File: src/rtl/serial_uart_bridge_pkg.sv
// serial_uart_bridge_pkg
//   Shared constants for the serial UART bridge: UART FSM state encodings
//   (2 bits, used by both the TX and RX state machines), the default bit
//   period and the number of data bits per frame (8 data, 1 stop, no parity).
package serial_uart_bridge_pkg;

    localparam logic [1:0] ST_IDLE  = 2'd0;
    localparam logic [1:0] ST_START = 2'd1;
    localparam logic [1:0] ST_DATA  = 2'd2;
    localparam logic [1:0] ST_STOP  = 2'd3;

    // 50 MHz system clock, 115200 baud.
    localparam int DEFAULT_CLKS_PER_BIT = 434;

    localparam int DATA_BITS = 8;

endpackage

File: src/rtl/serial_uart_bridge_byte_fifo.sv
// serial_uart_bridge_byte_fifo
//   Count-based byte FIFO with first-word-fall-through output: dout_out
//   always shows the head entry and is meaningful whenever empty_out=0.
//   Storage is registered, so a byte pushed into an empty FIFO is visible
//   (and empty_out drops) on the cycle after the push.
// Ports
//   clock, reset   clock and asynchronous active-high reset
//   push_in        write din_in this cycle (ignored when full unless popping)
//   pop_in         drop the head entry this cycle (ignored when empty)
//   din_in         byte to write
//   dout_out       head byte
//   full_out       DEPTH entries held
//   empty_out      no entries held
module serial_uart_bridge_byte_fifo #(
    parameter int DEPTH = 8,
    parameter int PTR_W = 3
) (
    input  logic       clock,
    input  logic       reset,
    input  logic       push_in,
    input  logic       pop_in,
    input  logic [7:0] din_in,
    output logic [7:0] dout_out,
    output logic       full_out,
    output logic       empty_out
);

    logic [7:0]       mem_q [DEPTH];
    logic [PTR_W-1:0] wr_ptr_q, wr_ptr_d;
    logic [PTR_W-1:0] rd_ptr_q, rd_ptr_d;
    logic [PTR_W:0]   count_q, count_d;
    logic             do_push, do_pop;

    assign full_out  = (count_q == (PTR_W+1)'(DEPTH));
    assign empty_out = (count_q == '0);
    assign dout_out  = mem_q[rd_ptr_q];

    // A pop at full frees the slot the simultaneous push lands in.
    assign do_pop  = pop_in && !empty_out;
    assign do_push = push_in && (!full_out || do_pop);

    always_comb begin
        wr_ptr_d = wr_ptr_q;
        rd_ptr_d = rd_ptr_q;
        count_d  = count_q;
        if (do_push) wr_ptr_d = wr_ptr_q + 1'b1;
        if (do_pop)  rd_ptr_d = rd_ptr_q + 1'b1;
        case ({do_push, do_pop})
            2'b10:   count_d = count_q + 1'b1;
            2'b01:   count_d = count_q - 1'b1;
            default: count_d = count_q;
        endcase
    end

    always_ff @(posedge clock or posedge reset) begin
        if (reset) begin
            wr_ptr_q <= '0;
            rd_ptr_q <= '0;
            count_q  <= '0;
            // Cleared so the head byte reads 0 out of reset.
            for (int i = 0; i < DEPTH; i++) mem_q[i] <= '0;
        end else begin
            wr_ptr_q <= wr_ptr_d;
            rd_ptr_q <= rd_ptr_d;
            count_q  <= count_d;
            if (do_push) mem_q[wr_ptr_q] <= din_in;
        end
    end

endmodule

File: src/rtl/serial_uart_bridge.sv
// serial_uart_bridge
//   Peripheral end of the processor's byte-wide serial port. CPU writes are
//   buffered in a TX FIFO and sent as 8N1 UART on uart_txd_out; bytes
//   received on uart_rxd_in land in an RX FIFO read back first-word-fall-
//   through.
// Handshake: a CPU write is taken on any clock edge where cpu_wren_in=1 and
//   cpu_ready_out=1 (writes while not ready are dropped); a CPU read pops on
//   any edge where cpu_rden_in=1 and cpu_valid_out=1, and cpu_data_out holds
//   the head byte whenever cpu_valid_out=1. Both flags come straight from the
//   FIFO counts.
// Ports
//   clock, reset              clock and asynchronous active-high reset
//   cpu_data_in/wren_in       byte to transmit and its write strobe
//   cpu_ready_out             TX FIFO not full
//   cpu_rden_in               pop RX FIFO head
//   cpu_data_out/valid_out    RX FIFO head and not-empty flag
//   uart_rxd_in               asynchronous serial input, idle high
//   uart_txd_out              registered serial output, idle high
//   rx_overrun_out            sticky: received byte dropped, RX FIFO full
//   rx_frame_err_out          sticky: stop bit sampled low
//   dbg_tx_state_out          TX FSM state
//   dbg_rx_state_out          RX FSM state
module serial_uart_bridge
    import serial_uart_bridge_pkg::*;
#(
    parameter int CLKS_PER_BIT = DEFAULT_CLKS_PER_BIT,
    parameter int FIFO_DEPTH   = 8,
    parameter int PTR_W        = 3
) (
    input  logic       clock,
    input  logic       reset,
    input  logic [7:0] cpu_data_in,
    input  logic       cpu_wren_in,
    output logic       cpu_ready_out,
    input  logic       cpu_rden_in,
    output logic [7:0] cpu_data_out,
    output logic       cpu_valid_out,
    input  logic       uart_rxd_in,
    output logic       uart_txd_out,
    output logic       rx_overrun_out,
    output logic       rx_frame_err_out,
    output logic [1:0] dbg_tx_state_out,
    output logic [1:0] dbg_rx_state_out
);

    localparam int BAUD_W = $clog2(CLKS_PER_BIT);
    localparam logic [BAUD_W-1:0] BAUD_LAST = BAUD_W'(CLKS_PER_BIT - 1);
    localparam logic [BAUD_W-1:0] BAUD_HALF = BAUD_W'(CLKS_PER_BIT / 2 - 1);
    localparam logic [2:0]        BIT_LAST  = 3'(DATA_BITS - 1);

    // ---------------- FIFOs ----------------
    logic       tx_pop, tx_full, tx_empty;
    logic [7:0] tx_dout;
    logic       rx_push, rx_full, rx_empty;

    serial_uart_bridge_byte_fifo #(.DEPTH(FIFO_DEPTH), .PTR_W(PTR_W)) u_tx_fifo (
        .clock     (clock),
        .reset     (reset),
        .push_in   (cpu_wren_in),
        .pop_in    (tx_pop),
        .din_in    (cpu_data_in),
        .dout_out  (tx_dout),
        .full_out  (tx_full),
        .empty_out (tx_empty)
    );

    serial_uart_bridge_byte_fifo #(.DEPTH(FIFO_DEPTH), .PTR_W(PTR_W)) u_rx_fifo (
        .clock     (clock),
        .reset     (reset),
        .push_in   (rx_push),
        .pop_in    (cpu_rden_in),
        .din_in    (rx_shift_q),
        .dout_out  (cpu_data_out),
        .full_out  (rx_full),
        .empty_out (rx_empty)
    );

    assign cpu_ready_out = !tx_full;
    assign cpu_valid_out = !rx_empty;

    // ---------------- TX ----------------
    logic [1:0]        tx_state_q, tx_state_d;
    logic [BAUD_W-1:0] tx_baud_q, tx_baud_d;
    logic [2:0]        tx_bit_q, tx_bit_d;
    logic [7:0]        tx_shift_q, tx_shift_d;
    logic              txd_q, txd_d;
    logic              tx_baud_end;

    assign tx_baud_end = (tx_baud_q == BAUD_LAST);

    always_comb begin
        tx_state_d = tx_state_q;
        tx_baud_d  = tx_baud_q;
        tx_bit_d   = tx_bit_q;
        tx_shift_d = tx_shift_q;
        tx_pop     = 1'b0;
        case (tx_state_q)
            ST_IDLE: begin
                if (!tx_empty) begin
                    tx_pop     = 1'b1;
                    tx_shift_d = tx_dout;
                    tx_baud_d  = '0;
                    tx_bit_d   = '0;
                    tx_state_d = ST_START;
                end
            end
            ST_START: begin
                if (tx_baud_end) begin
                    tx_baud_d  = '0;
                    tx_state_d = ST_DATA;
                end else begin
                    tx_baud_d = tx_baud_q + 1'b1;
                end
            end
            ST_DATA: begin
                if (tx_baud_end) begin
                    tx_baud_d  = '0;
                    tx_shift_d = {1'b0, tx_shift_q[7:1]};
                    if (tx_bit_q == BIT_LAST) begin
                        tx_bit_d   = '0;
                        tx_state_d = ST_STOP;
                    end else begin
                        tx_bit_d = tx_bit_q + 1'b1;
                    end
                end else begin
                    tx_baud_d = tx_baud_q + 1'b1;
                end
            end
            default: begin // ST_STOP
                if (tx_baud_end) begin
                    tx_baud_d = '0;
                    // Chain straight into the next start bit with no idle gap.
                    if (!tx_empty) begin
                        tx_pop     = 1'b1;
                        tx_shift_d = tx_dout;
                        tx_state_d = ST_START;
                    end else begin
                        tx_state_d = ST_IDLE;
                    end
                end else begin
                    tx_baud_d = tx_baud_q + 1'b1;
                end
            end
        endcase
    end

    // Line level is a registered copy of the current state's bit, so the
    // output lags the FSM by one clock.
    always_comb begin
        case (tx_state_q)
            ST_START: txd_d = 1'b0;
            ST_DATA:  txd_d = tx_shift_q[0];
            default:  txd_d = 1'b1;
        endcase
    end

    always_ff @(posedge clock or posedge reset) begin
        if (reset) begin
            tx_state_q <= ST_IDLE;
            tx_baud_q  <= '0;
            tx_bit_q   <= '0;
            tx_shift_q <= '0;
            txd_q      <= 1'b1;
        end else begin
            tx_state_q <= tx_state_d;
            tx_baud_q  <= tx_baud_d;
            tx_bit_q   <= tx_bit_d;
            tx_shift_q <= tx_shift_d;
            txd_q      <= txd_d;
        end
    end

    assign uart_txd_out     = txd_q;
    assign dbg_tx_state_out = tx_state_q;

    // ---------------- RX ----------------
    logic [1:0]        sync_q;
    logic              rxs;
    logic [1:0]        rx_state_q, rx_state_d;
    logic [BAUD_W-1:0] rx_baud_q, rx_baud_d;
    logic [2:0]        rx_bit_q, rx_bit_d;
    logic [7:0]        rx_shift_q, rx_shift_d;
    logic              overrun_q, overrun_d;
    logic              frame_err_q, frame_err_d;
    logic              rx_baud_end;

    assign rxs         = sync_q[1];
    assign rx_baud_end = (rx_baud_q == BAUD_LAST);

    always_comb begin
        rx_state_d  = rx_state_q;
        rx_baud_d   = rx_baud_q;
        rx_bit_d    = rx_bit_q;
        rx_shift_d  = rx_shift_q;
        overrun_d   = overrun_q;
        frame_err_d = frame_err_q;
        rx_push     = 1'b0;
        case (rx_state_q)
            ST_IDLE: begin
                if (!rxs) begin
                    rx_baud_d  = '0;
                    rx_state_d = ST_START;
                end
            end
            ST_START: begin
                // Re-check at mid start bit; a line back high was a glitch.
                if (rx_baud_q == BAUD_HALF) begin
                    rx_baud_d  = '0;
                    rx_bit_d   = '0;
                    rx_state_d = rxs ? ST_IDLE : ST_DATA;
                end else begin
                    rx_baud_d = rx_baud_q + 1'b1;
                end
            end
            ST_DATA: begin
                if (rx_baud_end) begin
                    rx_baud_d  = '0;
                    rx_shift_d = {rxs, rx_shift_q[7:1]};
                    if (rx_bit_q == BIT_LAST) begin
                        rx_bit_d   = '0;
                        rx_state_d = ST_STOP;
                    end else begin
                        rx_bit_d = rx_bit_q + 1'b1;
                    end
                end else begin
                    rx_baud_d = rx_baud_q + 1'b1;
                end
            end
            default: begin // ST_STOP
                // Leave at stop-bit centre so the next start edge is caught.
                if (rx_baud_end) begin
                    rx_baud_d  = '0;
                    rx_state_d = ST_IDLE;
                    if (!rxs)         frame_err_d = 1'b1;
                    else if (rx_full) overrun_d   = 1'b1;
                    else              rx_push     = 1'b1;
                end else begin
                    rx_baud_d = rx_baud_q + 1'b1;
                end
            end
        endcase
    end

    always_ff @(posedge clock or posedge reset) begin
        if (reset) begin
            sync_q      <= 2'b11;
            rx_state_q  <= ST_IDLE;
            rx_baud_q   <= '0;
            rx_bit_q    <= '0;
            rx_shift_q  <= '0;
            overrun_q   <= 1'b0;
            frame_err_q <= 1'b0;
        end else begin
            sync_q      <= {sync_q[0], uart_rxd_in};
            rx_state_q  <= rx_state_d;
            rx_baud_q   <= rx_baud_d;
            rx_bit_q    <= rx_bit_d;
            rx_shift_q  <= rx_shift_d;
            overrun_q   <= overrun_d;
            frame_err_q <= frame_err_d;
        end
    end

    assign rx_overrun_out   = overrun_q;
    assign rx_frame_err_out = frame_err_q;
    assign dbg_rx_state_out = rx_state_q;

endmodule

File: config.mk
export PLATFORM = sky130hd
export DESIGN_NAME = serial_uart_bridge
export DESIGN_NICKNAME = d
export VERILOG_FILES = /design/src/rtl/serial_uart_bridge_pkg.sv /design/src/rtl/serial_uart_bridge_byte_fifo.sv /design/src/rtl/serial_uart_bridge.sv
export SDC_FILE = /design/constraint.sdc
export NUM_CORES = 1
export LEC_CHECK = 0
export ABC_CLOCK_PERIOD_IN_PS = 9100
export CAP_MARGIN = 0
export CORE_MARGIN = 2
export CORE_UTILIZATION = 45
export DETAILED_ROUTE_END_ITERATION = 12
export MAX_ROUTING_LAYER = met4
export PLACE_DENSITY = 0.65
export REMOVE_ABC_BUFFERS = 1
export SLEW_MARGIN = 10
export SYNTH_ARGS = -nofsm -noshare
export SYNTH_HDL_FRONTEND = slang
export SYNTH_HIERARCHICAL = 1
export SYNTH_SLANG_ARGS = --single-unit
export TNS_END_PERCENT = 20
File: constraint.sdc
create_clock -name clock -period 9.1 [get_ports clock]
set_clock_uncertainty 0.15 [all_clocks]
set_input_delay 1.82 -clock clock [delete_from_list [all_inputs] [get_ports clock]]
set_output_delay 1.82 -clock clock [all_outputs]
set_load 0.02 [all_outputs]
==> out/metrics.csv <==
metric,value,unit
cts_hold_buf,0,
gp_congestion,0.773,
final_common_cell,dfrtp_1,
die_area,23200,um2
die_x,152,um
firstDrtPassIters,4,
regArea,4930,um2
fin_setup_tns,0,ns
reg2reg_from,tx_baud_q[1]$_DFFE_PP0P_,
final_antenna_net_count,0,
synth.distinct_cells,66,
avgSynthCellArea,14.1,um2
dp_hpwl,12400,um
regToRegSetupSlack,4.69,ns
synth_top_family_by_area,multiplexers,
syn2layout_area_growth,11.2,%
ys_seq_elements,197,
cts_resized,0,
place_ws,3.93,ns
worstReg2RegEnd,u_tx_fifo/count_q[3]$_DFFE_PP0P_,
nNetsFinal,760,
grt_pass1_vias,6215,
synth_fa_ha_area_frac,0.0332,
drv_cap,0,
synth_edf_count,0,
multi_input_area,4720,um2
clock-sinks,197,
status,completed,
setup_ws,4.19,ns
clock_latency,0.43,ns
layout_common_cells,"dfrtp_1 (194), mux2_2 (165), mux4_2 (32)",
antenna_found_initial,0,
cts_setup_buffers,0,
worst_pin_slew,1.10,ns
grt_max_degree,75,
synthCells,701,
synthSimpleGateAreaFrac,0.0685,
endpoint,cpu_data_out[6],
wl_per_cell,18.9,um
m1WireLength,8300,um
num_vias,5755,
first_iter_violations,338,
setup.worst_path.start_class,flip-flop,
period_minus_slack,4.91,ns
setup.worst_path.class,flip-flop to output pin,
synthMuxAreaShare,0.279,
setup_violations,0,
cts_tree,built,
rsz0062_at_grt,false,
finalCritPeriodShare,0.539,
grt_pass1_wl,32600,um
synth_xor_xnor_area_share,0.0204,
power,2.52,mW
async_flop_share,1.00,
n_fill_cell,1812,
totalWireLength,19200,um
required,7.13,ns
ioPinCount,30,
start_util,0.456,
vias_per_cell,5.67,
arrival,2.94,ns
fmax,204,MHz
worst_setup_path_end_kind,output pin,
yosys_warnings,6,
synthFlopType,dfrtp_1,
ir_drop,0.156,mV
route.top_layer_used,met4,
cts-htree-levels,4,
slew_violations,0,
cts_buffers,17,
met2_length,10000,um
die_h,152,um
slew_headroom,0.260,
coreArea,21700,um2
drive_above_1_share,0.376,
grt-ovfl-total,0,
synth-seq-area-share,0.499,
power.leakage,4.86,nW
powerDensity,230,nW/um2
reg2reg_depth,13,
antennaDiodeCount,0,
cts-root-buf,clkbuf_16,
rows,54,
cts.path.max_buffers,2,
wl_met3,531,um
cp_max_fo,18,
synth_compound_area_frac,0.0757,
placed_cell_area,10400,um2
finalHoldViolCount,0,
crit_start,u_rx_fifo/rd_ptr_q[0]$_DFFE_PP0P_,
drc,0,
netlist_area,9880,um2
finalInstanceArea,11000,um2
hold_path.class,flip-flop to flip-flop,
numPortBuffers,29,
clkTransAtPathRegs,0.07,ns
grt_util_all_layers,0.181,
[layer usage]
layer / up-vias / GRT usage
met5: - / -
met4: 0 / 0.0530
met3: 26 / 0.0307
met2: 88 / 0.305
met1: 2987 / 0.225
li1: 2654 / -
[layout make-up]
type                       count  area share
sequential                   197       0.449
multi-input combinational    451       0.430
clock inverter                14      0.0143
tap                          280      0.0319
clock buffer                  18      0.0390
timing repair buffer          32      0.0285
inverter                      23     0.00786
[Yosys cell counts, drive strengths merged, types with 3 or more instances]
cell type	instances	area (um2)
dfrtp	194	4850
mux2	173	1980
mux4	32	721
nand2	26	105
nor2	24	90.1
ha	23	288
inv	23	86.3
xnor2	20	175
o21ai	17	115
buf	16	93.8
clkbuf	14	52.6
nand3	11	55.1
o211ai	11	165
a21oi	10	50.1
nor3b	10	75.1
nor2b	9	56.3
o2111ai	9	196
a31oi	6	37.5
mux2i	6	60.1
nor3	6	30.0
and2	4	25.0
nand2b	4	25.0
or4b	4	47.6
dfstp	3	78.8
nand4	3	18.8
nor4	3	18.8
xor2	3	26.3
[metrics by stage]
step / utilization / hold WS, ns / cells
after CTS: 0.507 / 0.209 / 1015
after floorplan: - / 0.195 / 671
after detailed placement: 0.479 / 0.197 / 983
after global placement: 0.479 / 0.199 / 983
final: 0.507 / 0.207 / 1015
after global routing: 0.507 / 0.218 / 1015
[worst max-delay path: stages, from the launching register on]
cell and delay [ns]:
dfrtp_1 1.04, mux4_2 0.61, mux2_2 0.31, clkdlybuf4s50_1 0.54
[where the power goes]
group	switching, mW	total [mW]	leakage [nW]	internal, mW
Sequential	0.166	1.22	2.55	1.05
Combinational	0.219	0.552	2.02	0.333
Clock	0.361	0.754	0.290	0.393
Total	0.747	2.52	4.86	1.78
[registers in the layout, indices dropped and copies added (netlist names)]
name and count:
u_tx_fifo/mem_q 64, u_rx_fifo/mem_q 64, rx_frame_err_out 1, tx_bit_q 3, u_tx_fifo/rd_ptr_q 3, rx_overrun_out 1
tx_baud_q 9, rx_bit_q 3, rx_shift_q 8, u_rx_fifo/rd_ptr_q 3, u_tx_fifo/wr_ptr_q 3, uart_txd_out 1
dbg_tx_state_out 2, u_rx_fifo/wr_ptr_q 3, u_rx_fifo/count_q 4, rx_baud_q 9, u_tx_fifo/count_q 4, dbg_rx_state_out 2
tx_shift_q 8, sync_q 2
[worst min-delay path by stage]
stage | startpoint | end | slack [ns] | cells after the start
after floorplan | sync_q[0]$_DFF_PP1_ | sync_q[1]$_DFF_PP1_ | 0.20 | 0
after global placement | sync_q[0]$_DFF_PP1_ | sync_q[1]$_DFF_PP1_ | 0.20 | 0
after detailed placement | sync_q[0]$_DFF_PP1_ | sync_q[1]$_DFF_PP1_ | 0.20 | 0
after CTS | sync_q[0]$_DFF_PP1_ | sync_q[1]$_DFF_PP1_ | 0.21 | 0
after global routing | sync_q[0]$_DFF_PP1_ | sync_q[1]$_DFF_PP1_ | 0.22 | 0
final | sync_q[0]$_DFF_PP1_ | sync_q[1]$_DFF_PP1_ | 0.21 | 0
[cell families (layout without fill, tap and decap cells)]
| logic type | after synthesis | in the layout |
|---|---|---|
| fa+ha+maj | 25 | 25 |
| simple gates | 118 | 118 |
| xor+xnor | 23 | 23 |
| flops | 197 | 197 |
| buf+inv | 53 | 87 |
| mux | 211 | 211 |
| compound gates | 74 | 74 |
(Power assumes the default switching activity.)
